File: config.mk
export PLATFORM = sky130hd
export DESIGN_NAME = instruction_fetch
export DESIGN_NICKNAME = d
export VERILOG_FILES = /design/src/rtl/cpu_defs_pkg.sv /design/src/rtl/fetch_skid_buffer.sv /design/src/rtl/instruction_fetch.sv
export SDC_FILE = /design/constraint.sdc
export NUM_CORES = 1
export LEC_CHECK = 0
export ABC_AREA = 1
export CORE_MARGIN = 5
export CORE_UTILIZATION = 50
export CTS_CLUSTER_SIZE = 14
export DETAILED_ROUTE_END_ITERATION = 7
export DONT_BUFFER_PORTS = 1
export SLEW_MARGIN = 20
export SYNTH_ARGS = -nofsm -noshare
export SYNTH_HDL_FRONTEND = slang
export SYNTH_SLANG_ARGS = --single-unit
export TNS_END_PERCENT = 20
File: constraint.sdc
create_clock -name clk -period 7.7 [get_ports clk]
set_clock_uncertainty 0.05 [all_clocks]
set_input_delay 0.385 -clock clk [delete_from_list [all_inputs] [get_ports clk]]
set_output_delay 0.385 -clock clk [all_outputs]
set_load 0.005 [all_outputs]
File: src/rtl/cpu_defs_pkg.sv
// Shared widths, reset vector and fetch state encodings for the 16-bit CPU.
package cpu_defs;
  localparam int ADDR_W = 15;
  localparam int DATA_W = 16;
  localparam logic [ADDR_W-1:0] RESET_PC = 15'h0000;

  localparam logic [0:0] ST_BOOT = 1'b0;
  localparam logic [0:0] ST_RUN  = 1'b1;
endpackage

File: src/rtl/fetch_skid_buffer.sv
// Two-entry FIFO of fetched {instruction, pc}; entry 0 is always the head.
module fetch_skid_buffer
  import cpu_defs::*;
(
  input  logic              clk,
  input  logic              reset_n,
  input  logic              push,
  input  logic              pop,
  input  logic              flush,
  input  logic [DATA_W-1:0] push_data,
  input  logic [ADDR_W-1:0] push_pc,
  output logic [1:0]        count,
  output logic              head_valid,
  output logic [DATA_W-1:0] head_data,
  output logic [ADDR_W-1:0] head_pc
);
  logic [DATA_W-1:0] data_reg  [2];
  logic [DATA_W-1:0] data_next [2];
  logic [ADDR_W-1:0] pc_reg    [2];
  logic [ADDR_W-1:0] pc_next   [2];
  logic [1:0]        count_reg;
  logic [1:0]        count_next;
  logic [0:0]        wr_idx;

  always_comb begin
    data_next  = data_reg;
    pc_next    = pc_reg;
    count_next = count_reg;
    wr_idx     = 1'b0;
    // Flush beats push; stale entries are left in place but become invisible.
    if (flush) begin
      count_next = 2'd0;
    end else begin
      unique case ({push, pop})
        2'b10: begin
          wr_idx            = count_reg[0];
          data_next[wr_idx] = push_data;
          pc_next[wr_idx]   = push_pc;
          count_next        = count_reg + 2'd1;
        end
        2'b01: begin
          data_next[0] = data_reg[1];
          pc_next[0]   = pc_reg[1];
          count_next   = count_reg - 2'd1;
        end
        2'b11: begin
          data_next[0]      = data_reg[1];
          pc_next[0]        = pc_reg[1];
          wr_idx            = (count_reg == 2'd2) ? 1'b1 : 1'b0;
          data_next[wr_idx] = push_data;
          pc_next[wr_idx]   = push_pc;
        end
        default: ;
      endcase
    end
  end

  always_ff @(posedge clk or negedge reset_n) begin
    if (!reset_n) begin
      count_reg <= 2'd0;
      for (int i = 0; i < 2; i++) begin
        data_reg[i] <= '0;
        pc_reg[i]   <= '0;
      end
    end else begin
      count_reg <= count_next;
      for (int i = 0; i < 2; i++) begin
        data_reg[i] <= data_next[i];
        pc_reg[i]   <= pc_next[i];
      end
    end
  end

  assign count      = count_reg;
  assign head_valid = (count_reg != 2'd0);
  assign head_data  = data_reg[0];
  assign head_pc    = pc_reg[0];
endmodule

File: src/rtl/instruction_fetch.sv
// Fetch stage: owns the pc, issues reads to memory port A, tracks the one
// outstanding read and hands words to decode through a 2-entry skid buffer.
module instruction_fetch
  import cpu_defs::*;
(
  input  logic              clk,
  input  logic              reset_n,
  output logic [ADDR_W-1:0] mem_addr,
  input  logic [DATA_W-1:0] mem_data,
  input  logic              redirect,
  input  logic [ADDR_W-1:0] redirect_pc,
  output logic              instr_valid,
  output logic [DATA_W-1:0] instr,
  output logic [ADDR_W-1:0] instr_pc,
  input  logic              instr_ready
);
  localparam logic [ADDR_W-1:0] PC_STEP = 1;

  logic [0:0]        state_reg;
  logic [ADDR_W-1:0] pc_reg;
  logic              inflight_reg;
  logic [ADDR_W-1:0] inflight_pc_reg;
  logic [1:0]        buf_count;
  logic              pop;
  logic              push;
  logic [2:0]        occupancy;
  logic              issue;

  assign mem_addr  = redirect ? redirect_pc : pc_reg;
  assign pop       = instr_valid & instr_ready;
  // A redirect squashes an in-flight read by flushing the buffer on the same edge
  // the stale word would have landed.
  assign push      = inflight_reg;
  assign occupancy = {1'b0, buf_count} + {2'b00, inflight_reg} - {2'b00, pop};
  // Redirect always issues: the flush frees every slot the occupancy counts.
  assign issue     = redirect | ((state_reg == ST_RUN) && (occupancy < 3'd2));

  always_ff @(posedge clk or negedge reset_n) begin
    if (!reset_n) begin
      state_reg       <= ST_BOOT;
      pc_reg          <= RESET_PC;
      inflight_reg    <= 1'b0;
      inflight_pc_reg <= '0;
    end else begin
      state_reg    <= ST_RUN;
      inflight_reg <= issue;
      if (issue) begin
        pc_reg          <= mem_addr + PC_STEP;
        inflight_pc_reg <= mem_addr;
      end
    end
  end

  fetch_skid_buffer u_skid (
    .clk        (clk),
    .reset_n    (reset_n),
    .push       (push),
    .pop        (pop),
    .flush      (redirect),
    .push_data  (mem_data),
    .push_pc    (inflight_pc_reg),
    .count      (buf_count),
    .head_valid (instr_valid),
    .head_data  (instr),
    .head_pc    (instr_pc)
  );

  no_overflow_a: assert property (@(posedge clk) disable iff (!reset_n)
    !(push && !redirect && !pop && (buf_count == 2'd2)));
endmodule

==> results of run 1 <==
## power by group through the flow
stage	Sequential, W	Combinational [W]	Clock [W]
global route	0.000939	0.000827	0.000351
floorplan	0.000855	0.000715	0
finish	0.000908	0.000712	0.000323
CTS	0.000912	0.000721	0.000329
detailed placement	0.000922	0.000708	0
global placement	0.000917	0.000680	0
## worst paths after layout
check | from | to | slack (ns) | cells past startpoint
min reg2reg | pc_reg[8]$_DFFE_PN0P_ | pc_reg[8]$_DFFE_PN0P_ | 0.45 | 2
min in group asynchronous | reset_n | u_skid.head_data[2]$_DFFE_PN0P_ | 0.57 | 2
max | u_skid.count[1]$_DFFE_PN0P_ | pc_reg[13]$_DFFE_PN0P_ | 3.76 | 15
max in group asynchronous | reset_n | pc_reg[12]$_DFFE_PN0P_ | 6.57 | 2
max reg2reg | u_skid.count[1]$_DFFE_PN0P_ | pc_reg[13]$_DFFE_PN0P_ | 3.76 | 15
min | mem_data[9] | u_skid.data_reg[9]$_DFFE_PN0P_ | 0.11 | 2
## logic make-up after synthesis
family,after synthesis,share of synthesized area
compound gates,101,0.1181
fa+ha+maj,3,0.009063
buf+inv,132,0.1349
flops,96,0.4834
other cells,1,0.0007546
simple gates,287,0.2538
## critical path, cell delays in order (launching register included)
cell                       delay (ns)
sky130_fd_sc_hd__dfrtp_1         0.43
sky130_fd_sc_hd__inv_1           0.11
sky130_fd_sc_hd__nand2_4         0.11
sky130_fd_sc_hd__nand2_4         0.07
sky130_fd_sc_hd__inv_2           0.46
sky130_fd_sc_hd__ha_1            0.34
sky130_fd_sc_hd__or2_2           0.30
sky130_fd_sc_hd__fa_1            0.50
sky130_fd_sc_hd__nand2_1         0.05
sky130_fd_sc_hd__nand3b_1        0.17
sky130_fd_sc_hd__nand2_1         0.08
sky130_fd_sc_hd__buf_4           0.35
sky130_fd_sc_hd__inv_1           0.40
sky130_fd_sc_hd__nor2_1          0.25
sky130_fd_sc_hd__nand3_1         0.10
sky130_fd_sc_hd__nand3_1         0.10
## metrics by stage
step	setup WS (ns)	hold slack (ns)
global route	3.391	0.08548
floorplan	4.874	0.03941
global placement	3.944	0.04258
finish	3.764	0.1058
detailed placement	3.743	0.04241
CTS	3.727	0.09106
## placed cells by master, fill, tap and decap left out, types with 4 or more instances in the layout
master and instances:
sky130_fd_sc_hd__a31oi_1 34, sky130_fd_sc_hd__buf_4 4, sky130_fd_sc_hd__inv_1 63, sky130_fd_sc_hd__a21oi_1 7, sky130_fd_sc_hd__clkbuf_8 10, sky130_fd_sc_hd__dfrtp_1 96
sky130_fd_sc_hd__o21ai_1 33, sky130_fd_sc_hd__nand3_1 81, sky130_fd_sc_hd__nand2_1 129, sky130_fd_sc_hd__nor2_1 53, sky130_fd_sc_hd__o21ai_0 17, sky130_fd_sc_hd__o21ai_2 4
sky130_fd_sc_hd__nor2_2 6, sky130_fd_sc_hd__nand2_2 4
## per-layer routing
layer,vias up,GRT usage,wire length (um)
li1,1890,-,-
met1,1774,0.2766,5111
met2,107,0.2969,4892
met3,10,0.03934,742
met4,0,0.05788,119
met5,-,0,0
## synthesized netlist by cell type
library cell | number | area [sq um]
sky130_fd_sc_hd__buf_2 | 20 | 100.1
sky130_fd_sc_hd__buf_6 | 4 | 45.04
sky130_fd_sc_hd__o21ai_0 | 17 | 85.08
sky130_fd_sc_hd__nor2_1 | 53 | 198.9
sky130_fd_sc_hd__o21a_1 | 1 | 7.510
sky130_fd_sc_hd__nand2_2 | 3 | 18.77
sky130_fd_sc_hd__nand3_2 | 3 | 30.03
sky130_fd_sc_hd__a31oi_1 | 34 | 212.7
sky130_fd_sc_hd__o21ai_2 | 5 | 43.79
sky130_fd_sc_hd__clkbuf_1 | 9 | 33.78
sky130_fd_sc_hd__nand2_1 | 130 | 488.0
sky130_fd_sc_hd__o22ai_1 | 1 | 6.260
sky130_fd_sc_hd__o21bai_1 | 2 | 15.01
sky130_fd_sc_hd__fa_1 | 1 | 20.02
sky130_fd_sc_hd__buf_1 | 1 | 3.750
sky130_fd_sc_hd__nor3_1 | 2 | 10.01
sky130_fd_sc_hd__nor2_2 | 6 | 37.54
sky130_fd_sc_hd__ha_1 | 2 | 25.02
sky130_fd_sc_hd__or2_2 | 2 | 12.51
sky130_fd_sc_hd__buf_4 | 32 | 240.2
sky130_fd_sc_hd__inv_2 | 3 | 11.26
sky130_fd_sc_hd__nand2_4 | 3 | 33.78
sky130_fd_sc_hd__o21ai_1 | 33 | 165.2
sky130_fd_sc_hd__inv_1 | 63 | 236.5
sky130_fd_sc_hd__nand3b_1 | 1 | 7.510
sky130_fd_sc_hd__o21ai_4 | 1 | 16.27
sky130_fd_sc_hd__conb_1 | 1 | 3.750
sky130_fd_sc_hd__nand4_1 | 3 | 18.77
sky130_fd_sc_hd__a21oi_1 | 7 | 35.03
sky130_fd_sc_hd__dfrtp_1 | 96 | 2402
sky130_fd_sc_hd__nand3_1 | 81 | 405.4
## area by class of cell
cell class                      instances  area (sq um)
Clock buffer                           10         137.6
Tap cell                              133         166.4
Timing Repair Buffer                    6         67.56
Inverter                               66         247.7
Fill cell                             974          4751
Sequential cell                        96          2402
Clock inverter                          6         50.05
Multi-Input combinational cell        392          1907
## what timing repair did
action / CTS / global route
gates resized for setup: 0 / 0
endpoints found under the hold margin: 96 / 0
setup endpoints to repair: 0 / 0
setup buffers: 0 / 0
hold buffers: 2 / 0
==> metrics.log, run 1 <==
INFO  metric crit_path_start_kind = register
INFO  metric core = 0.009729 sq mm
INFO  metric clock_tree.htree_level_count = 3
INFO  metric die-height = 109.7 um
INFO  metric io_pins = 82
INFO  metric clock_tree_from_tritoncts = done
INFO  metric groute.usage.overall = 0.1932
INFO  metric total_of_max_cap_violations = 0
INFO  metric clock_path_buffers = 2
INFO  metric p_per_area = 390.4 mW/mm^2
INFO  metric initial_core_util = 0.5108
INFO  metric placement.io_buffers = 0
INFO  metric timing.critical_path.required = 7.95 ns
INFO  metric via_count = 3,781
INFO  metric synth.distinct_cells = 31
INFO  metric grt_pass1_vias = 3,696
INFO  metric worstSetupEndpointType = register
INFO  metric worst-path-max-fanout = 39
INFO  metric worst_ir_drop_vdd = approximately 0.00013 V
INFO  metric tcrit_tclk_final = 0.5111
INFO  metric worstSkewPairLatency = 0.35 ns
INFO  metric synth-seq-cells = 96
INFO  metric slew-limit-headroom = 0.5479
INFO  metric cell_area_placed = 0.004753 sq mm
INFO  metric cts.sink_count = 96
INFO  metric clkPwrFrac = 0.166
INFO  metric hold_violations = 0
INFO  metric worst_slew_pin_slew = a little under 0.7 ns
INFO  metric rows = 36
INFO  metric setup_viol = 0
INFO  metric final_core_utilization = 0.5117
INFO  metric setup_repair_after_global_routing_missed_its_margin = no
INFO  metric antenna_found_initial = 0
INFO  metric cts-buffers-inserted = 9
INFO  metric ys.warnings.count = 0
INFO  metric floorplan.die_area = 0.01203 sq mm
INFO  metric route.detailed.drc = 0
INFO  metric worst_hold_path_type = primary input to register
INFO  metric total_power = 0.001944 W
INFO  metric place_hpwl = 6.914 mm
INFO  metric comb_power_share = 0.367
INFO  metric final-instance-count-excl-fill = 709
INFO  metric cp_data_arrival_time = between 4 and 5 ns
INFO  metric drt.antenna.violating_nets = 0
INFO  metric post_synth_inst_count = 620
INFO  metric switching_power = 0.0008201 W
INFO  metric drt_iter0_drc = 269
INFO  metric synthesis.nets = 658
INFO  metric avgRoutedWirePerCell = 15.33 um
INFO  metric maxClockFrequency = 254.1 MHz
INFO  metric totalNegativeSetupSlack = 0 ns
INFO  metric run_status = completed
INFO  metric post-place-cells = 691
INFO  metric design.final.nets = 609
INFO  metric antenna_cells_inserted = 0
INFO  metric overflow = 0
INFO  metric proportion_of_layout_cells_with_a_drive_suffix_above_1 = 0.08333
INFO  metric cell_area_synth = between 0.004 and 0.005 sq mm
INFO  metric grt_start_max_net_pins = 97
INFO  metric report.final.slew_viol_count = 0
INFO  metric internal_power = roughly 0.0011 W
INFO  metric layout-area-overhead-vs-synth = 0.1761%
INFO  metric seq_power_share = 0.467
INFO  metric leakage = 2.380 nW
INFO  metric floorplan.die.width = 109.7 um
INFO  metric drt_first_pass_iters = 5
INFO  metric gpl.final_weighted_congestion = 0.8101
INFO  metric fin_area = between 0.004 and 0.005 sq mm
INFO  metric min_period = 3.936 ns
INFO  metric postRouteWirelength = 10.87 mm
INFO  metric grt_pass1_wl = 18.53 mm
INFO  metric clk_root_buffer_cell = sky130_fd_sc_hd__clkbuf_8
INFO  metric viasPerCell = 5.333
INFO  metric yosysSeqAreaShare = 0.4834
INFO  metric synth_area_per_cell = 8.016 sq um
INFO  metric crit_type = register to register
INFO  metric clk_pin_slew = roughly 0.1 ns
INFO  metric power_switching_share = 0.4220
No activity file was read; power rests on OpenSTA's default activity.
==> run 2, diff against run 1 <==
==> constraint.sdc (replaced) <==
create_clock -name clk -period 3.7 [get_ports clk]
set_clock_uncertainty 0.05 [all_clocks]
set_input_delay 0.185 -clock clk [delete_from_list [all_inputs] [get_ports clk]]
set_output_delay 0.185 -clock clk [all_outputs]
set_load 0.005 [all_outputs]
==> metrics.log, run 2 (same netlist as run 1, synthesis figures left out) <==
INFO  metric run_status = completed
INFO  metric cp_data_arrival_time = 3.25 ns
INFO  metric clock_path_buffers = 2
INFO  metric drt_iter0_drc = 314
INFO  metric final_cell_mix = sky130_fd_sc_hd__nand2_1 (130), sky130_fd_sc_hd__dfrtp_1 (96), sky130_fd_sc_hd__nand3_1 (81)
INFO  metric cts-buffers-inserted = 9
INFO  metric worst_slew_pin_slew = ~0.68 ns
INFO  metric drt.antenna.violating_nets = 0
INFO  metric report.final.slew_viol_count = 0
INFO  metric drt_first_pass_iters = 5
INFO  metric overflow = 0
INFO  metric groute.usage.overall = 0.1936
INFO  metric crit_slowest_cell = sky130_fd_sc_hd__inv_1
INFO  metric route.detailed.drc = 0
INFO  metric clk_pin_slew = around 0.10 ns
INFO  metric setup_repair_after_global_routing_missed_its_margin = no
INFO  metric hold_violations = 0
INFO  metric min_from = redirect_pc[4]
INFO  metric regToRegStartpoint = u_skid.count[1]$_DFFE_PN0P_
INFO  metric leakage = 2.476 nW
INFO  metric clock_tree_from_tritoncts = done
INFO  metric design.final.nets = 627
INFO  metric number_of_instances_resized_during_post_cts_repair = 0
INFO  metric worstSkewPairLatency = 0.36 ns
INFO  metric cts.sink_count = 96
INFO  metric place_hpwl = between 6 and 7 mm
INFO  metric floorplan.die_area = between 0.01 and 0.015 sq mm
INFO  metric setup.reg_to_reg.worst_slack = about 0.65 ns
INFO  metric tcrit_tclk_final = 0.8239
INFO  metric worst_slack = 0.6516 ns
INFO  metric avgRoutedWirePerCell = ~15 um
INFO  metric worstRegToRegCells = 14
INFO  metric clk_root_buffer_cell = sky130_fd_sc_hd__clkbuf_8
INFO  metric rows = 36
INFO  metric power_switching_share = 0.4049
INFO  metric worst_ir_drop_vdd = 0.0002880 V
INFO  metric initial_core_util = 0.5108
INFO  metric slew-limit-headroom = 0.5429
INFO  metric worstPathBufferInverterCount = 3
INFO  metric gpl.final_weighted_congestion = 0.8456
INFO  metric post-cts-setup-buffers = 0
INFO  metric placement.io_buffers = 0
INFO  metric worst-path-max-fanout = 23
INFO  metric die-height = 109.7 um
INFO  metric seq_power_share = 0.453
INFO  metric timing.critical_path.required = roughly 3.9 ns
INFO  metric clock_tree.htree_level_count = 3
INFO  metric io_pins = 82
INFO  metric worst_hold_slack = 0.01113 ns
INFO  metric critPathTopFamily = simple AND/OR/NAND/NOR gates
INFO  metric clkPwrFrac = 0.188
INFO  metric worstPathCellList = inv_1 -> nand2_4 -> nand2_4 -> inv_2 -> ha_1 -> or2_2 -> fa_1 -> nand2_1 -> nand3b_1 -> nand2_1 -> inv_1 -> nor2_1 -> nand3_1 -> nand3_1
INFO  metric internal_power = 0.002489 W
INFO  metric setup_viol = 0
INFO  metric postRouteWirelength = 10.95 mm
INFO  metric most_common_library_cell_in_the_layout_ignoring_fill_and_taps = sky130_fd_sc_hd__nand2_1
INFO  metric totalNegativeSetupSlack = 0 ns
INFO  metric worstSetupEndpointType = register
INFO  metric via_count = 3,852
INFO  metric total_of_max_cap_violations = 0
INFO  metric crit_type = register to register
INFO  metric layout-area-overhead-vs-synth = 4.507%
INFO  metric core = just under 0.01 sq mm
INFO  metric r2r-end = pc_reg[13]$_DFFE_PN0P_
INFO  metric p_per_area = a little over 800 mW/mm^2
INFO  metric grt_start_max_net_pins = 97
INFO  metric sink_of_the_worst_hold_path = pc_reg[4]$_DFFE_PN0P_
INFO  metric crit_path_start_kind = register
INFO  metric antenna_found_initial = 0
INFO  metric comb_power_share = 0.359
INFO  metric switching_power = about 0.0017 W
INFO  metric grt_pass1_vias = approximately 3,700
INFO  metric hold_path_depth = 3
INFO  metric grt_pass1_wl = between 15 and 20 mm
INFO  metric crit_path_max_incr_delay = 0.52 ns
INFO  metric viasPerCell = between 5 and 6
INFO  metric maxClockFrequency = ~330 MHz
INFO  metric worst_hold_path_type = primary input to register
INFO  metric proportion_of_layout_cells_with_a_drive_suffix_above_1 = 0.08081
INFO  metric place_worst_setup_slack = 0.6544 ns
INFO  metric floorplan.die.width = approximately 110 um
INFO  metric antenna_cells_inserted = 0
INFO  metric min_period = 3.048 ns
## run 2: cell count changes in the layout (fill, tap and decap cells not counted)
cell	change
sky130_fd_sc_hd__dlygate4sd3_1	+16
sky130_fd_sc_hd__inv_6	-3
sky130_fd_sc_hd__buf_4	+2
sky130_fd_sc_hd__bufinv_16	+2
sky130_fd_sc_hd__clkinv_4	+2
sky130_fd_sc_hd__clkbuf_1	+1
sky130_fd_sc_hd__clkinv_2	-1
sky130_fd_sc_hd__clkinvlp_4	-1
sky130_fd_sc_hd__nand2_1	+1
sky130_fd_sc_hd__nand2_2	-1
## run 2: power groups by stage
stage	sequential, W	clock [W]	combinational (W)
6_report	0.00190	0.000786	0.00150
5_1_grt	0.00196	0.000858	0.00174
4_1_cts	0.00190	0.000806	0.00151
3_5_place_dp	0.00192	0	0.00147
3_3_place_gp	0.00191	0	0.00143
2_1_floorplan	0.00178	0	0.00149
## run 2: worst reg2reg max path, cell delays in order, from the launching register on
cell and delay, ns:
sky130_fd_sc_hd__dfrtp_1 0.43, sky130_fd_sc_hd__inv_1 0.14, sky130_fd_sc_hd__nand2_4 0.09, sky130_fd_sc_hd__nand2_4 0.09, sky130_fd_sc_hd__inv_2 0.04, sky130_fd_sc_hd__ha_1 0.25
sky130_fd_sc_hd__or2_2 0.30, sky130_fd_sc_hd__fa_1 0.44, sky130_fd_sc_hd__nand2_1 0.06, sky130_fd_sc_hd__nand3b_1 0.12, sky130_fd_sc_hd__nand2_1 0.07, sky130_fd_sc_hd__inv_1 0.52
sky130_fd_sc_hd__nor2_1 0.14, sky130_fd_sc_hd__nand3_1 0.12, sky130_fd_sc_hd__nand3_1 0.08
## run 2: cell type report
cell class | instances | area, sq um
clock buffers | 11 | 141.4
well taps | 133 | 166.4
repair buffers | 24 | 242.7
fillers | 938 | 4536
multi-input cells | 392 | 1904
inverters | 66 | 247.7
flip-flops and latches | 96 | 2402
clock inverters | 5 | 88.84
## run 2: how the worst max path moves through the flow
stage / cells past startpoint / slack, ns / startpoint / to
floorplan: 15 / 0.87 / u_skid.count[1]$_DFFE_PN0P_ / pc_reg[5]$_DFFE_PN0P_
global placement: 14 / 0.77 / u_skid.count[1]$_DFFE_PN0P_ / pc_reg[13]$_DFFE_PN0P_
detailed placement: 14 / 0.65 / u_skid.count[1]$_DFFE_PN0P_ / pc_reg[13]$_DFFE_PN0P_
CTS: 14 / 0.62 / u_skid.count[1]$_DFFE_PN0P_ / pc_reg[13]$_DFFE_PN0P_
global route: 13 / 0.41 / u_skid.count[1]$_DFFE_PN0P_ / inflight_pc_reg[0]$_DFFE_PN0P_
finish: 14 / 0.65 / u_skid.count[1]$_DFFE_PN0P_ / pc_reg[13]$_DFFE_PN0P_
## run 2: per-stage QoR
stage          std cells  area [sq um]  power, W    util
2_1_floorplan        620          4970  0.003267       -
3_3_place_gp         693          4766  0.003333  0.4898
3_5_place_dp         693          4766  0.003389  0.4898
4_1_cts              727          5194  0.004221  0.5338
5_1_grt              727          5194  0.004560  0.5338
6_report             727          5194  0.004182  0.5338
## run 2: per-layer routing
layer	vias to the layer above	global-route usage	routed length (um)
li1	1931	-	-
met1	1787	0.2602	4982
met2	121	0.3139	4987
met3	13	0.04521	837
met4	0	0.05521	141
met5	-	0	0
## run 2: timing repair
item                                   4_1_cts  5_1_grt
setup endpoints to repair                    0        0
hold buffers                                18        0
endpoints found under the hold margin      128        0
==> run 3, diff against run 2 <==
==> constraint.sdc (replaced) <==
create_clock -name clk -period 2.9 [get_ports clk]
set_clock_uncertainty 0.05 [all_clocks]
set_input_delay 0.145 -clock clk [delete_from_list [all_inputs] [get_ports clk]]
set_output_delay 0.145 -clock clk [all_outputs]
set_load 0.005 [all_outputs]
==> metrics.log, run 3 (same netlist as run 1, synthesis figures left out) <==
INFO  metric run_status = completed
INFO  metric grt_start_max_net_pins = between 90 and 100
INFO  metric die-height = ~110 um
INFO  metric worst_hold_path_type = primary input to register
INFO  metric proportion_of_layout_cells_with_a_drive_suffix_above_1 = 0.1264
INFO  metric io_pins = 82
INFO  metric core = 0.009729 sq mm
INFO  metric maxClockFrequency = 359.7 MHz
INFO  metric crit_path_max_incr_delay = about 0.55 ns
INFO  metric min_period = 2.780 ns
INFO  metric grt_pass1_wl = 18.53 mm
INFO  metric crit_type = register to register
INFO  metric setup_viol = 0
INFO  metric post-place-cells = 697
INFO  metric antenna_cells_inserted = 0
INFO  metric clock_path_buffers = 2
INFO  metric p_per_area = 1017 mW/mm^2
INFO  metric timing.critical_path.required = 3.12 ns
INFO  metric initial_core_util = 0.5108
INFO  metric setup_repair_after_global_routing_missed_its_margin = yes
INFO  metric total_of_max_cap_violations = 0
INFO  metric antenna_found_initial = 0
INFO  metric viasPerCell = 5.255
INFO  metric worst_slew_pin_slew = 0.6330 ns
INFO  metric layout-area-overhead-vs-synth = 8.988%
INFO  metric drt_first_pass_iters = 4
INFO  metric design.final.nets = 642
INFO  metric cts.sink_count = 96
INFO  metric route.detailed.drc = 0
INFO  metric place_hpwl = 6.882 mm
INFO  metric final-instance-count-excl-fill = 742
INFO  metric leakage = 2.542 nW
INFO  metric floorplan.die.width = 109.7 um
INFO  metric tcrit_tclk_final = 0.9585
INFO  metric placement.io_buffers = 0
INFO  metric worstPathCellList = inv_2 -> nand2_4 -> nand2_4 -> inv_4 -> ha_4 -> or2_4 -> fa_1 -> nand2_1 -> nand3b_1 -> nand2_4 -> buf_12 -> clkinvlp_4 -> nand2_2 -> nand2_1 -> nand2_1 -> nand2_1
INFO  metric worst-path-max-fanout = 6
INFO  metric via_count = 3,899
INFO  metric cp_data_arrival_time = 3.00 ns
INFO  metric most_common_library_cell_in_the_layout_ignoring_fill_and_taps = sky130_fd_sc_hd__nand2_1
INFO  metric cell_area_placed = 0.004796 sq mm
INFO  metric clk_root_buffer_cell = sky130_fd_sc_hd__clkbuf_8
INFO  metric clock_tree_from_tritoncts = done
INFO  metric cts-buffers-inserted = 9
INFO  metric worstSetupEndpointType = register
INFO  metric slew-limit-headroom = 0.5780
INFO  metric worst_ir_drop_vdd = 0.0004592 V
INFO  metric worst_hold_slack = approximately 0.024 ns
INFO  metric grt_pass1_vias = 3,698
INFO  metric avgRoutedWirePerCell = 15.41 um
INFO  metric crit_path_start_kind = register
INFO  metric clk_pin_slew = 0.10 ns
INFO  metric clock_tree.htree_level_count = 3
INFO  metric crit_slowest_cell = sky130_fd_sc_hd__fa_1
INFO  metric floorplan.die_area = 0.01203 sq mm
INFO  metric postRouteWirelength = 11.43 mm
INFO  metric critPathMostFrequentCell = sky130_fd_sc_hd__nand2_1
INFO  metric report.final.slew_viol_count = 0
INFO  metric overflow = 0
INFO  metric drt_iter0_drc = around 240
INFO  metric groute.usage.overall = 0.1951
INFO  metric final_cell_mix = sky130_fd_sc_hd__nand2_1 (128), sky130_fd_sc_hd__dfrtp_1 (96), sky130_fd_sc_hd__nand3_1 (80)
INFO  metric worstSkewPairLatency = between 0.3 and 0.4 ns
INFO  metric fin_area = around 0.0054 sq mm
INFO  metric rows = 36
INFO  metric total_power = around 0.0055 W
INFO  metric gpl.final_weighted_congestion = 0.8545
INFO  metric hold_violations = 0
INFO  metric drt.antenna.violating_nets = 0
-- run 3: final timing paths --
kind | startpoint | endpoint | slack, ns | depth (start not counted)
worst max-delay path | u_skid.count[0]$_DFFE_PN0P_ | pc_reg[9]$_DFFE_PN0P_ | 0.12 | 16
worst min-delay path | redirect | inflight_pc_reg[1]$_DFFE_PN0P_ | 0.02 | 3
worst max register to register | u_skid.count[0]$_DFFE_PN0P_ | pc_reg[9]$_DFFE_PN0P_ | 0.12 | 16
worst min register to register | u_skid.pc_reg[14]$_DFFE_PN0P_ | u_skid.pc_reg[14]$_DFFE_PN0P_ | 0.45 | 2
max in group asynchronous | reset_n | pc_reg[4]$_DFFE_PN0P_ | 2.10 | 2
min in group asynchronous | reset_n | u_skid.head_data[12]$_DFFE_PN0P_ | 0.28 | 2
-- run 3: worst max-delay path, delay by kind of cell, from the launching register on --
family	cells	cell delay [ns]
and+or+nand+nor	10	1.05
adders and majority gates	2	0.74
buffers and inverters	4	0.44
DFF	1	0.40
-- run 3: report_power, final --
group	total (W)	internal, W	switching, W	leakage [nW]
clock network	0.000917	0.000429	0.000488	0.100
logic	0.00218	0.000824	0.00136	1.29
registers	0.00241	0.00199	0.000425	1.15
-- run 3: stage by stage --
step | util | setup TNS, ns | setup WS, ns
CTS | 0.5404 | 0 | 0.01613
global placement | 0.4929 | 0 | 0.02991
detailed placement | 0.4929 | -0.5621 | -0.1093
global route | 0.5567 | -0.1763 | -0.04283
finish | 0.5567 | 0 | 0.1202
floorplan | - | 0 | 0.07449
-- run 3: layout make-up --
| class | instances | area [sq um] |
|---|---|---|
| repair inverters | 2 | 15.01 |
| clock buffers | 11 | 141.4 |
| fillers | 930 | 4313 |
| inverters | 66 | 254.0 |
| flip-flops and latches | 96 | 2402 |
| repair buffers | 37 | 387.9 |
| well taps | 133 | 166.4 |
| multi-input cells | 392 | 1986 |
| clock inverters | 5 | 63.81 |
-- run 3: per-layer routing --
layer	GRT usage	part of all wire	up-vias
met4	0.05076	0.0035	0
met1	0.2706	0.46	1841
met2	0.3082	0.47	112
met3	0.04698	0.068	2
met5	0	0	-
li1	-	-	1944
-- run 3: timing repair --
action,4_1_cts,5_1_grt
hold endpoints to repair,130,0
hold buffers,20,0
buffers inserted,0,6
setup endpoints to repair,14,20
resized for setup,8,21
gates cloned,2,1
pin swaps,0,15
